<file path="src/rtl/clint_timer_if.sv">
// Data-memory bus slice between the address decoder and the machine timer.
`timescale 1ns/1ps
interface clint_timer_if;
  logic        timer_valid;
  logic        timer_instr;
  logic [31:0] timer_addr;
  logic [31:0] timer_wdata;
  logic [3:0]  timer_wstrb;
  logic [31:0] timer_rdata;
  logic        timer_ready;
  logic        timer_irpt;

  modport master (
    output timer_valid, timer_instr, timer_addr, timer_wdata, timer_wstrb,
    input  timer_rdata, timer_ready, timer_irpt
  );

  modport slave (
    input  timer_valid, timer_instr, timer_addr, timer_wdata, timer_wstrb,
    output timer_rdata, timer_ready, timer_irpt
  );
endinterface

</file>
<file path="src/rtl/clint_timer.sv">
// Machine timer: 64-bit mtime/mtimecmp as four bus words, registered level irq while mtime >= mtimecmp.
// One-cycle response to every request, no stall.
`timescale 1ns/1ps
module clint_timer #(
  parameter int PRESCALE = 1
) (
  input  logic         clk,
  input  logic         rst,
  clint_timer_if.slave bus
);

  localparam int CW = (PRESCALE > 1) ? $clog2(PRESCALE) : 1;
  localparam logic [CW-1:0] LAST = CW'(PRESCALE - 1);

  logic [CW-1:0] r_count;
  logic [63:0]   r_mtime;
  logic [63:0]   r_mtimecmp;
  logic [31:0]   r_rdata;
  logic          r_ready;
  logic          r_irpt;

  logic          w_tick;
  logic          w_wr;
  logic          w_rd;
  logic [1:0]    w_sel;
  logic [31:0]   w_old;
  logic [31:0]   w_wword;
  logic [63:0]   w_mtime_nxt;
  logic [63:0]   w_mtimecmp_nxt;
  logic          w_unused;

  assign w_unused = &{1'b0, bus.timer_instr, bus.timer_addr[31:4], bus.timer_addr[1:0]};

  assign w_tick = (r_count == LAST);
  assign w_wr   = bus.timer_valid & (|bus.timer_wstrb);
  assign w_rd   = bus.timer_valid & ~(|bus.timer_wstrb);
  assign w_sel  = bus.timer_addr[3:2];

  always_comb begin
    w_old = 32'd0;
    case (w_sel)
      2'd0:    w_old = r_mtime[31:0];
      2'd1:    w_old = r_mtime[63:32];
      2'd2:    w_old = r_mtimecmp[31:0];
      default: w_old = r_mtimecmp[63:32];
    endcase
  end

  always_comb begin
    w_wword = w_old;
    for (int i = 0; i < 4; i++) begin
      if (bus.timer_wstrb[i]) w_wword[8*i +: 8] = bus.timer_wdata[8*i +: 8];
    end
  end

  // A write to either mtime half suppresses that edge's increment entirely (no carry into the other half).
  always_comb begin
    w_mtime_nxt    = r_mtime;
    w_mtimecmp_nxt = r_mtimecmp;
    if (w_wr && !w_sel[1]) begin
      if (w_sel[0]) w_mtime_nxt[63:32] = w_wword;
      else          w_mtime_nxt[31:0]  = w_wword;
    end else if (w_tick) begin
      w_mtime_nxt = r_mtime + 64'd1;
    end
    if (w_wr && w_sel[1]) begin
      if (w_sel[0]) w_mtimecmp_nxt[63:32] = w_wword;
      else          w_mtimecmp_nxt[31:0]  = w_wword;
    end
  end

  always_ff @(posedge clk or negedge rst) begin
    if (!rst) begin
      r_count    <= '0;
      r_mtime    <= 64'd0;
      r_mtimecmp <= 64'hFFFF_FFFF_FFFF_FFFF;
      r_rdata    <= 32'd0;
      r_ready    <= 1'b0;
      r_irpt     <= 1'b0;
    end else begin
      r_count    <= w_tick ? '0 : r_count + CW'(1);
      r_mtime    <= w_mtime_nxt;
      r_mtimecmp <= w_mtimecmp_nxt;
      r_ready    <= bus.timer_valid;
      r_rdata    <= w_rd ? w_old : 32'd0;
      r_irpt     <= (r_mtime >= r_mtimecmp);
    end
  end

  assign bus.timer_rdata = r_rdata;
  assign bus.timer_ready = r_ready;
  assign bus.timer_irpt  = r_irpt;

endmodule

</file>
<file path="src/flat_wrapper.sv">
// flat-port wrapper written by rule: the top's interface ports become plain ports
module clint_timer_flat 
#(
  parameter int PRESCALE = 1
)
  (clk, rst, bus_timer_valid, bus_timer_instr, bus_timer_addr, bus_timer_wdata, bus_timer_wstrb, bus_timer_rdata, bus_timer_ready, bus_timer_irpt);
  clint_timer_if bus_i ();
  input  logic clk;
  input  logic rst;
  input wire logic [$bits(bus_i.timer_valid)-1:0] bus_timer_valid;
  input wire logic [$bits(bus_i.timer_instr)-1:0] bus_timer_instr;
  input wire logic [$bits(bus_i.timer_addr)-1:0] bus_timer_addr;
  input wire logic [$bits(bus_i.timer_wdata)-1:0] bus_timer_wdata;
  input wire logic [$bits(bus_i.timer_wstrb)-1:0] bus_timer_wstrb;
  output wire logic [$bits(bus_i.timer_rdata)-1:0] bus_timer_rdata;
  output wire logic [$bits(bus_i.timer_ready)-1:0] bus_timer_ready;
  output wire logic [$bits(bus_i.timer_irpt)-1:0] bus_timer_irpt;
  assign bus_i.timer_valid = bus_timer_valid;
  assign bus_i.timer_instr = bus_timer_instr;
  assign bus_i.timer_addr = bus_timer_addr;
  assign bus_i.timer_wdata = bus_timer_wdata;
  assign bus_i.timer_wstrb = bus_timer_wstrb;
  assign bus_timer_rdata = bus_i.timer_rdata;
  assign bus_timer_ready = bus_i.timer_ready;
  assign bus_timer_irpt = bus_i.timer_irpt;
  clint_timer #(.PRESCALE(PRESCALE)) u_core (.clk(clk), .rst(rst), .bus(bus_i));
endmodule
</file>
<file path="config.mk">
export PLATFORM = sky130hd
export DESIGN_NAME = clint_timer_flat
export DESIGN_NICKNAME = d
export VERILOG_FILES = /design/src/rtl/clint_timer_if.sv /design/src/rtl/clint_timer.sv /design/src/flat_wrapper.sv
export SDC_FILE = /design/constraint.sdc
export NUM_CORES = 1
export LEC_CHECK = 0
export CORE_MARGIN = 5
export CORE_UTILIZATION = 52
export CTS_CLUSTER_DIAMETER = 120
export CTS_CLUSTER_SIZE = 20
export DETAILED_ROUTE_END_ITERATION = 7
export PLACE_DENSITY = 0.77
export SLEW_MARGIN = 10
export SYNTH_ARGS = -nofsm -noshare
export SYNTH_HDL_FRONTEND = slang
export SYNTH_SLANG_ARGS = --single-unit
</file>
<file path="constraint.sdc">
create_clock -name clk -period 2.2 [get_ports clk]
set_clock_uncertainty 0.05 [all_clocks]
set_input_delay 0.66 -clock clk [delete_from_list [all_inputs] [get_ports clk]]
set_output_delay 0.66 -clock clk [all_outputs]
set_load 0.005 [all_outputs]
</file>
==> flow_summary.json, run 1 <==
{
  "status": "finished, violations left",
  "violations": "setup timing",
  "cts.root.buffer_cell": "clkbuf_16",
  "vias": 9959,
  "dpl_cell_area_um2": 12500,
  "tightest_slew_ns": 0.654,
  "period_minus_slack_ns": 2.29,
  "critPathMaxFanout": 4,
  "path_delay_family": "simple AND/OR/NAND/NOR gates",
  "syn-instance-count": 1040,
  "die_area_um2": 22200,
  "fillers": 1344,
  "floorplan.initialDensity_pct": 53.2,
  "first_pass_iters": 7,
  "die_x_um": 149,
  "setup-tns-final_ns": -0.466,
  "wire_per_inst_um": 22.2,
  "mostFrequentLayoutCell": "buf_4",
  "cts_buffers": 17,
  "drive_above_1_share_pct": 35.0,
  "yosys-top-cells-area": "dfrtp_1 (24%), dfstp_2 (17%), ha_1 (8.1%), mux4_2 (6.7%), a21oi_1 (4.5%)",
  "wl_um": 35000,
  "power.density_nw_per_um2": 879,
  "synth-seq-cells": 162,
  "startpoint": "u_core.r_mtime[0]",
  "clk_pin_slew_ns": 0.07,
  "nets": 1442,
  "clockBufferDepth": 2,
  "cpMostUsedCell": "buf_6",
  "crit_path_top_delay_cell": "dfrtp_1",
  "antenna_found_initial": 0,
  "drc": 0,
  "ys.flop_type": "dfrtp_1",
  "fin_crit_sh_pct": 104,
  "slew_headroom_pct": 56.0,
  "cts_tree": "yes",
  "drt_iter0_markers": 1503,
  "crit_arrival_ns": 2.57,
  "r2r_start": "u_core.r_mtime[0]",
  "whs_ns": 0.108,
  "ys_types": 72,
  "final_cell_mix": "buf_4 (202), nand2_1 (100), a21oi_1 (86)",
  "cp-start-kind": "flop",
  "numClockSinks": 162,
  "hold_path_class": "in2async",
  "ir_drop_mv": 0.624,
  "synth_nets": 1177,
  "endpoint_kind": "flop",
  "grt_max_degree": 46,
  "grt_util_all_layers_pct": 30.9,
  "max_freq_ghz": 0.438,
  "grt_overflow_total": 0,
  "crit_chain": "buf_6 > ha_4 > nand4_1 > nor3_4 > buf_6 > nand3_4 > buf_4 > buf_6 > o21ai_2 > a21oi_1 > a221oi_1",
  "cap_violations": 0,
  "cp_num_buf_inv": 4,
  "post-dp-hpwl_um": 24400,
  "ys_seq_area_share_pct": 41.2,
  "core_region_area_um2": 18900,
  "syn_to_final_growth_pct": 37.1,
  "grt_pass1_wl_um": 53400,
  "die_h_um": 149,
  "ant_nets": 0,
  "rsz0062_at_grt": "yes",
  "critPathKind": "reg2reg",
  "ioPinCount": 106,
  "synth_top_area_share_pct": 24.4,
  "placementRows": 50,
  "synth_warnings": 0,
  "synth_edf_count": 0,
  "hold_viol": 0,
  "antenna_cells": 0,
  "setup_slack_ns": -0.0857,
  "yosys.area.top_type": "dfrtp_1",
  "htreeDepth": 4,
  "slowest_delay_ns": 0.39,
  "place.gp.congestion": 0.993,
  "grt_pass1_vias": 9589,
  "postLayoutCellArea_um2": 13800,
  "syn_area_um2": 10000,
  "io_buffers": 74,
  "setup_viol": 11,
  "power_leakage_nw": 6.21,
  "worstSkewPairLatency_ns": 0.44,
  "finalMaxSlewViolations": 0,
  "async_flop_share_pct": 100,
  "critPathRequiredTime_ns": 2.48,
  "syn_avg_cell_area_um2": 9.66,
  "drt-vias-per-instance": 6.31
}
## metal layers
| layer | vias to the layer above | GRT usage (%) | routed length (um) |
|---|---|---|---|
| li1 | 4378 | - | - |
| met1 | 4787 | 42.2 | 14000 |
| met2 | 640 | 48.1 | 15900 |
| met3 | 154 | 7.11 | 3540 |
| met4 | 0 | 12.2 | 1610 |
| met5 | - | 0 | 0 |
## what timing repair did
item                                   CTS  global route
hold buffers                             0             0
buffers inserted                         7            20
setup endpoints to repair               75            49
cloned                                   0             2
pin swaps                               13            32
gates resized for setup                 33            79
endpoints found under the hold margin    0             0
## metrics by stage
step	worst slack (ns)	total power, W	cells	utilization (%)
4_1_cts	-0.00341	0.0118	1556	70.4
5_1_grt	-0.152	0.0127	1578	72.9
3_5_place_dp	-0.733	0.00857	1517	66.4
6_report	-0.0857	0.0121	1578	72.9
3_3_place_gp	-0.674	0.00841	1517	66.4
2_1_floorplan	-0.129	0.00656	1040	-
## worst paths after layout
check | endpoint | slack [ns] | depth (start not counted)
worst max-delay path | u_core.r_mtime[36] | -0.09 | 11
worst min register to register | u_core.r_mtimecmp[33] | 0.44 | 2
worst min-delay path | u_core.bus.timer_rdata[5] | 0.11 | 1
worst max register to register | u_core.r_mtime[36] | -0.09 | 11
min in group clk | u_core.r_mtimecmp[33] | 0.44 | 2
max in group asynchronous | u_core.r_mtimecmp[48] | 1.32 | 2
## synthesized netlist by cell type, drive strengths merged, types with 4 or more instances
master and count:
nand2 102, dfrtp 98, a21oi 92, inv 78, nor2 77, o21ai 70, ha 65, dfstp 64
and3 42, clkbuf 35, mux4 32, nand3 32, nand4 32, mux2i 31, nor3 25, buf 20
a211oi 16, a221oi 13, a21o 12, nor4 11, a31oi 8, o211ai 7, o221ai 6, or3 6
a32o 5, and2 5, a22oi 4, mux2 4, o32a 4, or2 4
## layout make-up
cell class,instances,area [um2],area share [%]
well taps,260,325,2.36
repair buffers,301,2660,19.3
clock inverters,9,106,0.772
clock buffers,23,478,3.47
inverters,78,293,2.13
flip-flops and latches,162,4160,30.2
multi-input cells,745,5750,41.8
## power by group
part | internal, W | switching, W | total [W]
combinational | 0.00223 | 0.00242 | 0.00466
clock | 0.00176 | 0.00125 | 0.00301
sequential | 0.00377 | 0.000664 | 0.00443
## registers in the layout (all words and copies together) (netlist names)
name,cells
u_core.r_mtimecmp,64
u_core.bus.timer_ready,1
u_core.bus.timer_rdata,32
u_core.bus.timer_irpt,1
u_core.r_mtime,64
## logic make-up (layout without fill, tap and decap cells)
| logic type | Yosys count | count (layout) | share of synthesized area [%] |
|---|---|---|---|
| AOI/OAI and AO/OA | 265 | 265 | 16.6 |
| xor gates and xnor gates | 1 | 1 | 0.0872 |
| adders and majority gates | 65 | 65 | 8.10 |
| buffers and inverters | 133 | 411 | 5.65 |
| DFF | 162 | 162 | 41.2 |
| muxes | 67 | 67 | 10.8 |
| and+or+nand+nor | 347 | 347 | 17.6 |
Power figures use the tool's default switching activity.
==> run 2: changes to the inputs <==
--- a/config.mk
+++ b/config.mk
@@ -8,7 +8,7 @@
 export CORE_MARGIN = 5
 export CORE_UTILIZATION = 52
 export CTS_CLUSTER_DIAMETER = 120
-export CTS_CLUSTER_SIZE = 20
+export CTS_CLUSTER_SIZE = 25
 export DETAILED_ROUTE_END_ITERATION = 7
 export PLACE_DENSITY = 0.77
 export SLEW_MARGIN = 10
==> constraint.sdc (replaced) <==
create_clock -name clk -period 2.1 [get_ports clk]
set_clock_uncertainty 0.05 [all_clocks]
set_input_delay 0.63 -clock clk [delete_from_list [all_inputs] [get_ports clk]]
set_output_delay 0.63 -clock clk [all_outputs]
set_load 0.005 [all_outputs]
==> run 2 against run 1 <==
The flow still finishes with violations (setup timing); clock power increased by 7.6%; sequential power rose by 3%; sequential share of layout area fell by 1.1 points; worst hold slack got worse by 0.057 ns; power rose by 7.5%; die area stayed put.
==> flow_summary.json, run 2 (synthesis results as in run 1) <==
{
  "numClockSinks": 162,
  "endpoint_kind": "flop",
  "die_area_um2": 22200,
  "clockBufferDepth": 2,
  "setup_slack_ns": -0.130,
  "grt_util_all_layers_pct": 31.6,
  "critPathRequiredTime_ns": 2.38,
  "clk_pin_slew_ns": 0.08,
  "period_minus_slack_ns": 2.23,
  "cts_tree": "yes",
  "whs_ns": 0.0510,
  "wl_um": 35300,
  "power.internal_w": 0.00826,
  "worst-r2r-setup-slack_ns": -0.13,
  "power_w": 0.0130,
  "first_pass_iters": 6,
  "pre_cts_ws_ns": -0.843,
  "drc": 0,
  "max_freq_ghz": 0.448,
  "clockPowerShare_pct": 24.9,
  "multiInputGateArea_um2": 5940,
  "wire_per_inst_um": 21.9,
  "finalMaxSlewViolations": 0,
  "slew_headroom_pct": 67.4,
  "critPathKind": "reg2reg",
  "antenna_found_initial": 0,
  "grt_max_degree": 44,
  "cap_violations": 0,
  "cts.root.buffer_cell": "clkbuf_16",
  "placementRows": 50,
  "power_switching_w": 0.00476,
  "cts_buffers": 17,
  "hold_path_class": "in2async",
  "status": "finished, violations left",
  "worstSkewPairLatency_ns": 0.45,
  "r2r_cells": 9,
  "setup_viol": 16,
  "hold_viol": 0,
  "rsz0062_at_grt": "yes",
  "syn_to_final_growth_pct": 41.9,
  "power.density_nw_per_um2": 913,
  "place.gp.congestion": 0.967,
  "mostFrequentLayoutCell": "buf_4",
  "ir_drop_mv": 0.608,
  "vias": 9967,
  "power_leakage_nw": 6.41,
  "ant_nets": 0,
  "final_cell_mix": "buf_4 (223), nand2_1 (99), dfrtp_1 (83)",
  "drt-vias-per-instance": 6.18,
  "fin_crit_sh_pct": 106,
  "drive_above_1_share_pct": 38.2,
  "post-route-util_pct": 75.5,
  "core_region_area_um2": 18900,
  "grt_overflow_total": 0,
  "violations": "setup timing",
  "post-dp-hpwl_um": 24700,
  "critPathMaxFanout": 5,
  "tightest_slew_ns": 0.486,
  "floorplan.initialDensity_pct": 53.2,
  "die_h_um": 149,
  "ioPinCount": 106,
  "cp-start-kind": "flop",
  "fillers": 1304,
  "timing.rr.end": "u_core.r_mtime[58]",
  "die_x_um": 149,
  "setup-tns-final_ns": -0.703,
  "r2r_start": "u_core.r_mtime[0]",
  "grt_pass1_vias": 9591,
  "nets": 1476,
  "grt_pass1_wl_um": 54400,
  "htreeDepth": 4,
  "antenna_cells": 0,
  "io_buffers": 74,
  "drt_iter0_markers": 1048,
  "seq_power_share_pct": 35.2,
  "combPwrFrac_pct": 40.0,
  "seq_area_um2": 4150,
  "sw_frac_of_total_pct": 36.6,
  "crit_arrival_ns": 2.51
}
## run 2: timing repair
item	in CTS	in global routing
setup endpoints to repair	128	45
hold buffers	0	0
buffers inserted	19	32
gates resized for setup	64	96
hold endpoints to repair	0	0
pin swaps	25	36
## run 2: worst max-delay path by stage
stage / startpoint / endpoint / slack (ns) / cells after the start
after floorplan: bus_timer_wstrb[2] / u_core.r_mtime[41] / -0.20 / 7
after global placement: bus_timer_wstrb[2] / u_core.r_mtime[7] / -0.78 / 8
after detailed placement: bus_timer_wstrb[0] / u_core.r_mtime[17] / -0.84 / 9
after CTS: u_core.r_mtime[0] / u_core.r_mtime[52] / -0.03 / 9
after global routing: u_core.r_mtime[0] / u_core.r_mtime[48] / -0.19 / 10
final: u_core.r_mtime[0] / u_core.r_mtime[58] / -0.13 / 9
## run 2: layer usage
| layer | share of wire [%] | GRT usage, % | routed length (um) | vias to the layer above |
|---|---|---|---|---|
| li1 | - | - | - | 4438 |
| met1 | 42 | 44.9 | 14700 | 4880 |
| met2 | 46 | 49.9 | 16400 | 562 |
| met3 | 8.6 | 5.07 | 3040 | 87 |
| met4 | 3.4 | 9.79 | 1200 | 0 |
| met5 | 0 | 0 | 0 | - |
## run 2: stage by stage
| step | area (um2) | std cells |
|---|---|---|
| finish | 14300 | 1612 |
| global route | 14300 | 1612 |
| CTS | 13600 | 1581 |
| detailed placement | 12700 | 1531 |
| global placement | 12700 | 1531 |
| floorplan | 10200 | 1040 |
## run 2: critical path, stage by stage (launching register included)
cell	delay (ns)
dfrtp_1	0.36
buf_6	0.11
ha_4	0.15
nand4_1	0.19
nor3_4	0.29
nand3_4	0.18
buf_6	0.16
or4_4	0.42
o22ai_2	0.15
a21oi_2	0.06
## run 2: cell type report
type / instances / share of cell area (%)
Multi-Input combinational cell: 745 / 41.7
Clock inverter: 14 / 1.08
Sequential cell: 162 / 29.1
Clock buffer: 18 / 3.08
Inverter: 78 / 2.05
Timing Repair Buffer: 335 / 20.7
Tap cell: 260 / 2.28
## run 2: power by group through the flow
stage | Combinational, W | Clock (W) | Sequential, W
after floorplan | 0.00241 | 0 | 0.00450
after global placement | 0.00439 | 0 | 0.00454
after detailed placement | 0.00452 | 0 | 0.00457
after CTS | 0.00478 | 0.00325 | 0.00452
after global routing | 0.00565 | 0.00339 | 0.00464
final | 0.00520 | 0.00324 | 0.00458
